**src/rtl/instr_fetch_ctrl.sv**
```systemverilog
// instr_fetch_ctrl: fetch PC sequencer with prefetch FIFO, valid/ready handoff and redirect flush
module instr_fetch_ctrl #(
  parameter logic [31:0] RESET_PC = 32'h0000_0000,
  parameter int FIFO_DEPTH = 4
) (
  input  logic                          i_clk,
  input  logic                          i_rst_n,
  input  logic                          i_fetch_en,
  output logic [31:0]                   o_imem_addr,
  input  logic [31:0]                   i_imem_instr,
  input  logic                          i_redirect_valid,
  input  logic [31:0]                   i_redirect_pc,
  output logic                          o_if_valid,
  output logic [31:0]                   o_if_instr,
  output logic [31:0]                   o_if_pc,
  input  logic                          i_if_ready,
  output logic [$clog2(FIFO_DEPTH):0]   o_fifo_count,
  output logic                          o_misaligned
);
  localparam int AW = $clog2(FIFO_DEPTH);
  localparam logic [AW:0] FULL = (AW+1)'(FIFO_DEPTH);
  typedef enum logic [1:0] {IDLE, RUN, ERROR} state_t;
  state_t state, state_nxt;
  logic [31:0] fetch_pc;
  logic [31:0] mem_pc [FIFO_DEPTH];
  logic [31:0] mem_instr [FIFO_DEPTH];
  logic [AW-1:0] head, tail;
  logic [AW:0] count;
  logic redir, bad, push, pop;
  assign redir = i_redirect_valid & (state != ERROR);
  assign bad = redir & (i_redirect_pc[1:0] != 2'b00);
  assign o_imem_addr = fetch_pc;
  assign o_fifo_count = count;
  assign o_if_valid = (count != '0) & ~i_redirect_valid & (state != ERROR);
  assign o_if_instr = o_if_valid ? mem_instr[head] : '0;
  assign o_if_pc = o_if_valid ? mem_pc[head] : '0;
  assign pop = o_if_valid & i_if_ready;
  assign push = (state == RUN) & i_fetch_en & ~i_redirect_valid & ((count < FULL) | pop);
  always_comb begin
    state_nxt = (state == ERROR || bad) ? ERROR : (i_fetch_en ? RUN : IDLE);
  end
  always_ff @(posedge i_clk or negedge i_rst_n) begin
    if (!i_rst_n) begin
      state <= IDLE;
      fetch_pc <= RESET_PC;
      head <= '0;
      tail <= '0;
      count <= '0;
      o_misaligned <= 1'b0;
    end else begin
      state <= state_nxt;
      if (redir) begin
        head <= '0;
        tail <= '0;
        count <= '0;
        fetch_pc <= bad ? fetch_pc : i_redirect_pc;
        o_misaligned <= o_misaligned | bad;
      end else begin
        if (push) tail <= tail + AW'(1);
        if (push) fetch_pc <= fetch_pc + 32'd4;
        if (pop) head <= head + AW'(1);
        count <= count + {{AW{1'b0}}, push} - {{AW{1'b0}}, pop};
      end
    end
  end
  // storage needs no reset: occupancy alone decides what is visible
  always_ff @(posedge i_clk) begin
    if (push) begin
      mem_pc[tail] <= fetch_pc;
      mem_instr[tail] <= i_imem_instr;
    end
  end
endmodule

```
**config.mk**
```make
export PLATFORM = sky130hd
export DESIGN_NAME = instr_fetch_ctrl
export DESIGN_NICKNAME = d
export VERILOG_FILES = /design/src/rtl/instr_fetch_ctrl.sv
export SDC_FILE = /design/constraint.sdc
export NUM_CORES = 1
export LEC_CHECK = 0
export CORE_MARGIN = 2
export CORE_UTILIZATION = 31
export CTS_CLUSTER_DIAMETER = 30
export DETAILED_ROUTE_END_ITERATION = 8
export PLACE_DENSITY = 0.53
export REMOVE_ABC_BUFFERS = 1
export SETUP_SLACK_MARGIN = 0.05
export SLEW_MARGIN = 30
export SYNTH_ARGS = -nofsm -noshare
export SYNTH_HDL_FRONTEND = slang
export SYNTH_SLANG_ARGS = --single-unit
```
**constraint.sdc**
```tcl
create_clock -name i_clk -period 2.7 [get_ports i_clk]
set_input_delay 0.405 -clock i_clk [delete_from_list [all_inputs] [get_ports i_clk]]
set_output_delay 0.405 -clock i_clk [all_outputs]
set_load 0.005 [all_outputs]
```
==> results by group, run 1 <==
Run status
  – Outcome: finished clean

Floorplanning
  – Core Area: 38740 um2
  – Initial core utilization: 31.41%
  – Die width: 202.1 um
  – Rows: 72
  – Chip Height: 202.1 um
  – Num ports: 170
  – Die footprint: 40860 um2

Hold path
  – Path category of the worst min-delay check: primary input to asynchronous set/reset pin

Power
  – Power dissipated by switching net loads: 2.501 mW
  – Relative contribution of the clock network to total power: 60.2%
  – Total Power Consumption: 12.90 mW
  – Leakage Power: 6.594 nW
  – Power density normalized to cell area: 739.9 nW/um2
  – Sequential share of power: 38.6%
  – Fraction of power spent switching nets: 19.39%
  – Maximum VDD drop: 0.0003864 V
  – P_int: 10.39 mW
  – Combinational Power Share: 1.2%

Timing
  – Tmin final: 2.673 ns
  – Worst slew margin relative to its limit: 54.09%
  – Final setup violation count: 0
  – Count of pins over their slew limit: 0
  – Top achievable clock speed: 374.1 MHz
  – RSZ-0062 raised after global routing: true
  – Period Utilization, post-route: 98.99%
  – Worst-case setup margin in the final layout: 0.02722 ns
  – Worst-margin pin slew: 0.6887 ns
  – Hold Violations, Final: 0
  – Clock tree skew after final layout: 0.02110 ns

Yosys
  – Ys async rst share: 14.09%
  – Sequential-to-total area share from yosys stat: 71.81%
  – Top FF cell, synth: edfxtp_1
  – Post-Synthesis Mean Instance Area: 17.51 um2
  – Count of distinct cell types in the synthesized netlist: 60
  – Share of the synthesized netlist area taken by xor and xnor gates: 0.2879%
  – Gate count after technology mapping: 695
  – Count of state elements after synthesis: 298
  – Mapped cell area: 12170 um2
  – Simple-gate share of the synthesized area: 8.935%
  – Synthesized-area fraction occupied by adder cells: 0.8842%
  – Area fraction in compound gates after synthesis: 4.503%
  – Total number of yosys warnings: 0
  – Number of enable flip-flop cells after synthesis: 256
  – Share of cell area taken by muxes after synthesis: 11.94%
  – Combinational family with the most area after synthesis: multiplexers

Clocking
  – CTS Buf Count: 66
  – TritonCTS clock tree: built
  – Level count of the clock H-tree: 3
  – Clock root buffer: clkbuf_16
  – Clock-pin transition on the worst setup and hold timing paths: 0.04 ns
  – Clock insertion delay at the later pin of the skew report: 0.55 ns
  – Clk sink count: 298
  – Deepest clock path buffer count: 3

Worst setup path
  – Critical Path RT: 2.30 ns
  – Crit Path Category: flop to output pin
  – Startpoint kind of the worst setup timing path: flop
  – Worst Path Arrival: 2.27 ns
  – Worst Setup End Kind: output pin
  – Max FO, Critical Path: 5

Cells and area
  – Area delta synth->final: 43.23%
  – Final antenna diode count: 0
  – Proportion of layout cells with a drive suffix above 1: 33.98%
  – Net total in the final layout: 1053

Global routing
  – Antenna violations before repair: 0
  – Global-route wire length before repair: 46580 um
  – Total overflow reported by the global router: 0
  – Maximum number of pins on one net before global-route repair: 36
  – Vias in the first global route: 7611
  – Global-route usage over all layers: 15.14%

Routing
  – Number of remaining DRC errors: 0
  – Number of nets still failing antenna checks after routing: 0
  – Wire length per cell after detailed routing: 20.29 um
  – Detailed-route wire length: 31410 um
  – Total iterations of the first detailed-routing run: 6
  – Routed via count: 7422
  – Violation count after the first detailed-routing iteration: 444
  – Vias per std cell: 4.795

Placed design
  – # port buffers: 169
  – Weighted congestion at the end of routability-driven global placement: 0.8292
  – Detail Placement HPWL: 19970 um
  – Dpl ws: -0.05188 ns

Job
  – Maximum Capacitance Violations: 0
==> stage by stage <==
step | util (%) | instance area, um2 | TNS (ns) | std cells | hold WS (ns)
global placement | 38.59 | 14950 | -0.04279 | 1396 | 0.4629
global route | 45.00 | 17430 | -0.07586 | 1548 | 0.4653
CTS | 44.53 | 17250 | -1.890 | 1526 | 0.4354
detailed placement | 38.59 | 14950 | -0.5104 | 1396 | 0.4609
floorplan | - | 12000 | -78.58 | 658 | 0.1094
finish | 45.00 | 17430 | 0 | 1548 | 0.4417
==> final cells by class <==
cell class / instances / area (um2)
fillers: 3461 / 21310
flip-flops and latches: 298 / 8748
multi-input cells: 352 / 3332
repair buffers: 250 / 2475
clock buffers: 87 / 1783
well taps: 518 / 648.1
clock inverters: 35 / 414.1
inverters: 8 / 30.03
==> path summary, 6_finish.rpt <==
check                                 start         endpoint  slack [ns]  cells after the start
max                                 head[0]    o_if_instr[1]        0.03                      7
max reg2reg                 o_fifo_count[1]  o_fifo_count[2]        0.30                     11
min reg2reg                    o_misaligned     o_misaligned        0.48                      1
min                                 i_rst_n  o_imem_addr[24]        0.44                      2
max in group asynchronous           i_rst_n   o_imem_addr[8]        1.63                      3
min in group i_clk         i_redirect_pc[3]   o_imem_addr[3]        0.45                      3
==> power by group through the flow <==
stage / Sequential [mW] / Combinational [mW] / Clock, mW
after floorplan: 5.06 / 0.00319 / 0
after global placement: 5.06 / 0.150 / 0
after detailed placement: 5.06 / 0.151 / 0
after CTS: 4.98 / 0.154 / 7.92
after global routing: 4.98 / 0.164 / 8.17
final: 4.98 / 0.152 / 7.76
==> timing repair <==
action,4_1_cts,5_1_grt
pin swaps,7,11
hold endpoints to repair,27,0
setup endpoints to repair,65,43
gates cloned,2,4
hold buffers,1,0
setup buffers,5,21
resized for setup,168,77
==> critical path: stages (launching register included) <==
cell	delay (ns)
dfrtp_4	0.53
buf_12	0.17
buf_12	0.13
buf_12	0.13
buf_6	0.11
mux4_2	0.40
and2_4	0.15
buf_6	0.10
==> per-layer routing <==
| layer | part of all wire [%] | vias up | global-route usage [%] |
|---|---|---|---|
| met4 | 1.7 | 0 | 4.510 |
| met1 | 45 | 3774 | 21.04 |
| met3 | 6.3 | 50 | 3.902 |
| li1 | - | 3351 | - |
| met5 | 0 | - | 0 |
| met2 | 47 | 247 | 23.49 |
==> cell usage in the layout, fill, tap and decap left out, types with 32 or more instances in the layout <==
master / n
buf_4: 45
mux4_2: 64
clkbuf_16: 72
edfxtp_1: 256
clkdlybuf4s50_1: 104
and2_1: 43
nand2_1: 32
clkbuf_2: 37
dfrtp_1: 38
==> cells by family (layout without fill, tap and decap cells) <==
family          after synthesis  count (layout)
buf+inv                      45             380
fa+ha+maj                     8               8
xor+xnor                      4               4
simple gates                190             190
mux                          65              65
compound gates               85              85
flops                       298             298
==> sequential cells by signal, summed over array words and instances, names as in the netlist <==
register      flops
head              2
mem_instr       128
mem_pc          128
o_fifo_count      3
o_imem_addr      32
o_misaligned      1
state             2
tail              2
==> cell usage after synthesis, types with 4 or more instances <==
library cell	instances	share of area, %
and2_1	70	3.6
clkbuf_1	22	0.68
nor4_1	5	0.26
o22ai_1	9	0.46
nand2_1	32	0.99
ha_1	7	0.72
a311oi_1	6	0.43
nor3b_1	4	0.25
nand4_1	6	0.31
and4_1	4	0.29
a31oi_1	4	0.21
edfxtp_1	256	63
inv_1	8	0.25
and3_1	8	0.41
dfrtp_1	42	8.6
nor3_1	6	0.25
mux4_2	64	12
nor2_1	26	0.80
buf_2	10	0.41
o21ai_0	17	0.70
a21oi_1	27	1.1
nand3_1	13	0.53
Power figures use the tool's default switching activity.
==> run 2: changes to the inputs <==
--- a/config.mk
+++ b/config.mk
@@ -5,6 +5,8 @@
 export SDC_FILE = /design/constraint.sdc
 export NUM_CORES = 1
 export LEC_CHECK = 0
+export ABC_CLOCK_PERIOD_IN_PS = 2700
+export CAP_MARGIN = 20
 export CORE_MARGIN = 2
 export CORE_UTILIZATION = 31
 export CTS_CLUSTER_DIAMETER = 30
==> results of run 2 <==
Final layout, timing and power as in run 1 (identical DEF).
==> run 3: changes to the inputs <==
--- a/config.mk
+++ b/config.mk
@@ -7,11 +7,14 @@
 export LEC_CHECK = 0
 export ABC_CLOCK_PERIOD_IN_PS = 2700
 export CAP_MARGIN = 20
+export CELL_PAD_IN_SITES_DETAIL_PLACEMENT = 1
+export CELL_PAD_IN_SITES_GLOBAL_PLACEMENT = 1
+export CORE_ASPECT_RATIO = 1.1
 export CORE_MARGIN = 2
 export CORE_UTILIZATION = 31
 export CTS_CLUSTER_DIAMETER = 30
 export DETAILED_ROUTE_END_ITERATION = 8
-export PLACE_DENSITY = 0.53
+export PLACE_DENSITY = 0.6
 export REMOVE_ABC_BUFFERS = 1
 export SETUP_SLACK_MARGIN = 0.05
 export SLEW_MARGIN = 30
==> run 3 against run 2 <==
The run now ends with setup timing left. Critical endpoint is now o_if_pc[10]. Power up 0.19%. Combinational power about the same. Largest power group unchanged. Critical path depth down 1. Routed wire length up 3.7%. Setup slack worse by 0.071 ns. Global-route usage up 0.95 points. Clock skew down 0.0042 ns. Sequential cell count unchanged. Sequential power about the same.
==> results by group, run 3 (same netlist as run 1, synthesis figures left out) <==
Worst setup path
  – Max FO, Critical Path: 6 (was 5)
  – Worst Path Arrival: 2.34 ns (was 2.27 ns)
  – Crit Path Category: flop to output pin (unchanged)
  – Count of cells along the worst register-to-register path: 11 (unchanged)
  – Worst Setup End Kind: output pin (unchanged)
  – Reg2reg setup slack: 0.37 ns (was 0.30 ns)
  – Critical path's slowest cell: dfrtp_4 (unchanged)
  – Critical Path RT: 2.30 ns (about the same)
  – Critical register-to-register path startpoint: o_fifo_count[0] (was o_fifo_count[1])
  – Family with the most delay on the worst path: buffers and inverters (unchanged)
  – CP Launch Point: head[0] (unchanged)
  – Chain of cells forming the critical path: buf_6 -> buf_8 -> buf_16 -> mux4_2 -> and2_1 -> dlygate4sd2_1 (was buf_12 -> buf_12 -> buf_12 -> buf_6 -> mux4_2 -> and2_4 -> buf_6)
  – Startpoint kind of the worst setup timing path: flop (unchanged)
  – Critical path depth in cells: 6 (was 7)
  – Crit Reg-Reg Endpoint: o_fifo_count[2] (unchanged)
  – Critical Path Max Stage Delay: 0.49 ns (was 0.53 ns)
  – WP buf/inv: 4 (was 5)
  – End of the critical path: o_if_pc[10] (was o_if_instr[1])

Power
  – Leakage Power: 6.803 nW (was 6.594 nW)
  – Maximum VDD drop: 0.0004045 V (was 0.0003864 V)
  – P_int: 10.31 mW (was 10.39 mW)
  – Relative contribution of the clock network to total power: 60.2% (about the same)
  – Power dissipated by switching net loads: 2.615 mW (was 2.501 mW)
  – Sequential share of power: 38.6% (about the same)
  – Fraction of power spent switching nets: 20.24% (was 19.39%)
  – Power density normalized to cell area: 744.0 nW/um2 (was 739.9 nW/um2)
  – Combinational Power Share: 1.2% (about the same)

Clocking
  – CTS Buf Count: 66 (unchanged)
  – Deepest clock path buffer count: 3 (unchanged)
  – Clk sink count: 298 (unchanged)
  – Clock root buffer: clkbuf_16 (unchanged)
  – Clock-pin transition on the worst setup and hold timing paths: 0.05 ns (was 0.04 ns)
  – Level count of the clock H-tree: 3 (unchanged)
  – TritonCTS clock tree: built (unchanged)
  – Clock insertion delay at the later pin of the skew report: 0.54 ns (was 0.55 ns)

Floorplanning
  – Die width: 192.9 um (was 202.1 um)
  – Num ports: 170 (unchanged)
  – Die footprint: 40860 um2 (about the same)
  – Initial core utilization: 31.21% (was 31.41%)
  – Core Area: 38990 um2 (was 38740 um2)
  – Rows: 76 (was 72)
  – Chip Height: 211.8 um (was 202.1 um)

Placed design
  – # port buffers: 169 (unchanged)
  – Dpl ws: -0.06477 ns (was -0.05188 ns)
  – Detail Placement HPWL: 20570 um (was 19970 um)
  – Weighted congestion at the end of routability-driven global placement: 0.7899 (was 0.8292)

Timing
  – Count of pins over their slew limit: 0 (unchanged)
  – Period Utilization, post-route: 101.6% (was 98.99%)
  – Top achievable clock speed: 364.5 MHz (was 374.1 MHz)
  – Tmin final: 2.744 ns (was 2.673 ns)
  – Final setup violation count: 22 (was 0)
  – Hold Violations, Final: 0 (unchanged)
  – RSZ-0062 raised after global routing: true (unchanged)
  – Worst-case setup margin in the final layout: -0.04350 ns (was 0.02722 ns)
  – Worst slew margin relative to its limit: 57.60% (was 54.09%)
  – Clock tree skew after final layout: 0.01687 ns (was 0.02110 ns)
  – Worst hold margin: 0.3075 ns (was 0.4417 ns)
  – Worst-margin pin slew: 0.6361 ns (was 0.6887 ns)

Global routing
  – Global-route wire length before repair: 49160 um (was 46580 um)
  – Maximum number of pins on one net before global-route repair: 47 (was 36)
  – Vias in the first global route: 8157 (was 7611)
  – Total overflow reported by the global router: 0 (unchanged)
  – Antenna violations before repair: 1 (was 0)
  – Global-route usage over all layers: 16.10% (was 15.14%)

Cells and area
  – Leading cell types in the layout, fill and taps excluded: edfxtp_1, clkdlybuf4s50_1, clkbuf_16, mux4_2, and2_1 (was edfxtp_1, clkdlybuf4s50_1, clkbuf_16, mux4_2, buf_4)
  – Area delta synth->final: 42.70% (was 43.23%)
  – Proportion of layout cells with a drive suffix above 1: 29.64% (was 33.98%)
  – Core utilization of the finished layout: 44.54% (was 45.00%)
  – Final-layout fill cell count: 3829 (was 3461)
  – Final antenna diode count: 0 (unchanged)
  – Net total in the final layout: 1035 (was 1053)
  – Leading cell type in the layout, fill and taps excluded: edfxtp_1 (unchanged)

Routing
  – Number of nets still failing antenna checks after routing: 0 (unchanged)
  – Wire length per cell after detailed routing: 21.44 um (was 20.29 um)
  – Detailed-route wire length: 32570 um (was 31410 um)
  – Total iterations of the first detailed-routing run: 4 (was 6)
  – Vias per std cell: 4.892 (was 4.795)
  – Routed via count: 7431 (was 7422)
  – Violation count after the first detailed-routing iteration: 378 (was 444)
  – Number of remaining DRC errors: 0 (unchanged)

Job
  – Maximum Capacitance Violations: 0 (unchanged)

Hold path
  – Path category of the worst min-delay check: primary input to asynchronous set/reset pin (unchanged)

Run status
  – Outcome: finished, violations left (was finished clean)
  – Failing checks: setup timing
-- run 3: cell types whose count changed in the layout (fill, tap and decap cells not counted), moves of 3 or more --
cell | previous run | this run
dlymetal6s2s_1 | 7 | 23
clkinv_2 | 6 | 10
clkbuf_2 | 37 | 8
clkbuf_1 | 18 | 5
clkbuf_8 | 1 | 4
buf_12 | 23 | 10
clkdlybuf4s15_1 | 2 | 12
buf_2 | 14 | 4
clkinv_4 | 1 | 7
dlygate4sd2_1 | 0 | 11
and2_4 | 27 | 20
clkinv_1 | 7 | 10
and2_1 | 43 | 50
-- run 3: through the flow --
stage / setup TNS [ns] / cell area, um2 / instances / total power, mW
floorplan: -78.58 / 12000 / 658 / 5.066
global placement: -0.01964 / 14920 / 1388 / 5.215
detailed placement: -0.06477 / 14920 / 1388 / 5.218
CTS: -3.923 / 17150 / 1511 / 13.09
global route: -3.344 / 17370 / 1519 / 13.33
finish: -0.4361 / 17370 / 1519 / 12.92
-- run 3: how the worst min path moves through the flow --
stage | from | end | slack (ns) | cells after the start
after floorplan | i_rst_n | head[0] | 0.11 | 0
after global placement | i_rst_n | o_imem_addr[24] | 0.35 | 1
after detailed placement | i_rst_n | o_misaligned | 0.35 | 1
after CTS | i_rst_n | tail[1] | 0.30 | 2
after global routing | i_rst_n | o_misaligned | 0.32 | 2
final | i_rst_n | o_misaligned | 0.31 | 2
-- run 3: area by class of cell --
| type | count | area (um2) | share of cell area (%) |
|---|---|---|---|
| multi-input combinational | 352 | 3324 | 19.14 |
| sequential | 298 | 8748 | 50.38 |
| inverter | 8 | 30.03 | 0.1729 |
| clock buffer | 76 | 1750 | 10.08 |
| tap | 507 | 634.4 | 3.653 |
| timing repair buffer | 232 | 2427 | 13.98 |
| clock inverter | 46 | 450.4 | 2.594 |
-- run 3: timing repair --
action	CTS	global route
cloned	0	4
hold buffers	1	0
pin swaps	10	5
buffers inserted	0	4
setup endpoints to repair	65	56
resized for setup	89	70
hold endpoints to repair	13	0
-- run 3: power groups by stage --
stage / sequential [mW] / clock, mW / combinational [mW]
finish: 4.98 / 7.78 / 0.155
global route: 4.98 / 8.19 / 0.168
CTS: 4.98 / 7.95 / 0.159
detailed placement: 5.06 / 0 / 0.156
global placement: 5.06 / 0 / 0.153
floorplan: 5.06 / 0 / 0.00319
-- run 3: worst reg2reg max path, stage by stage (launching register included) --
cell	delay [ns]
dfrtp_1	0.41
nor3_2	0.28
nor3b_4	0.07
and2_1	0.18
ha_1	0.29
inv_1	0.06
ha_1	0.13
inv_1	0.05
fa_1	0.37
xor2_1	0.16
xnor2_1	0.15
nor2_1	0.06
-- run 3: routing by layer --
layer,wire length (um),GRT usage (%),vias to the layer above
met5,0,0,-
met4,619,4.728,0
met3,1715,3.912,58
met2,15530,25.86,212
met1,14700,21.67,3837
li1,-,-,3324
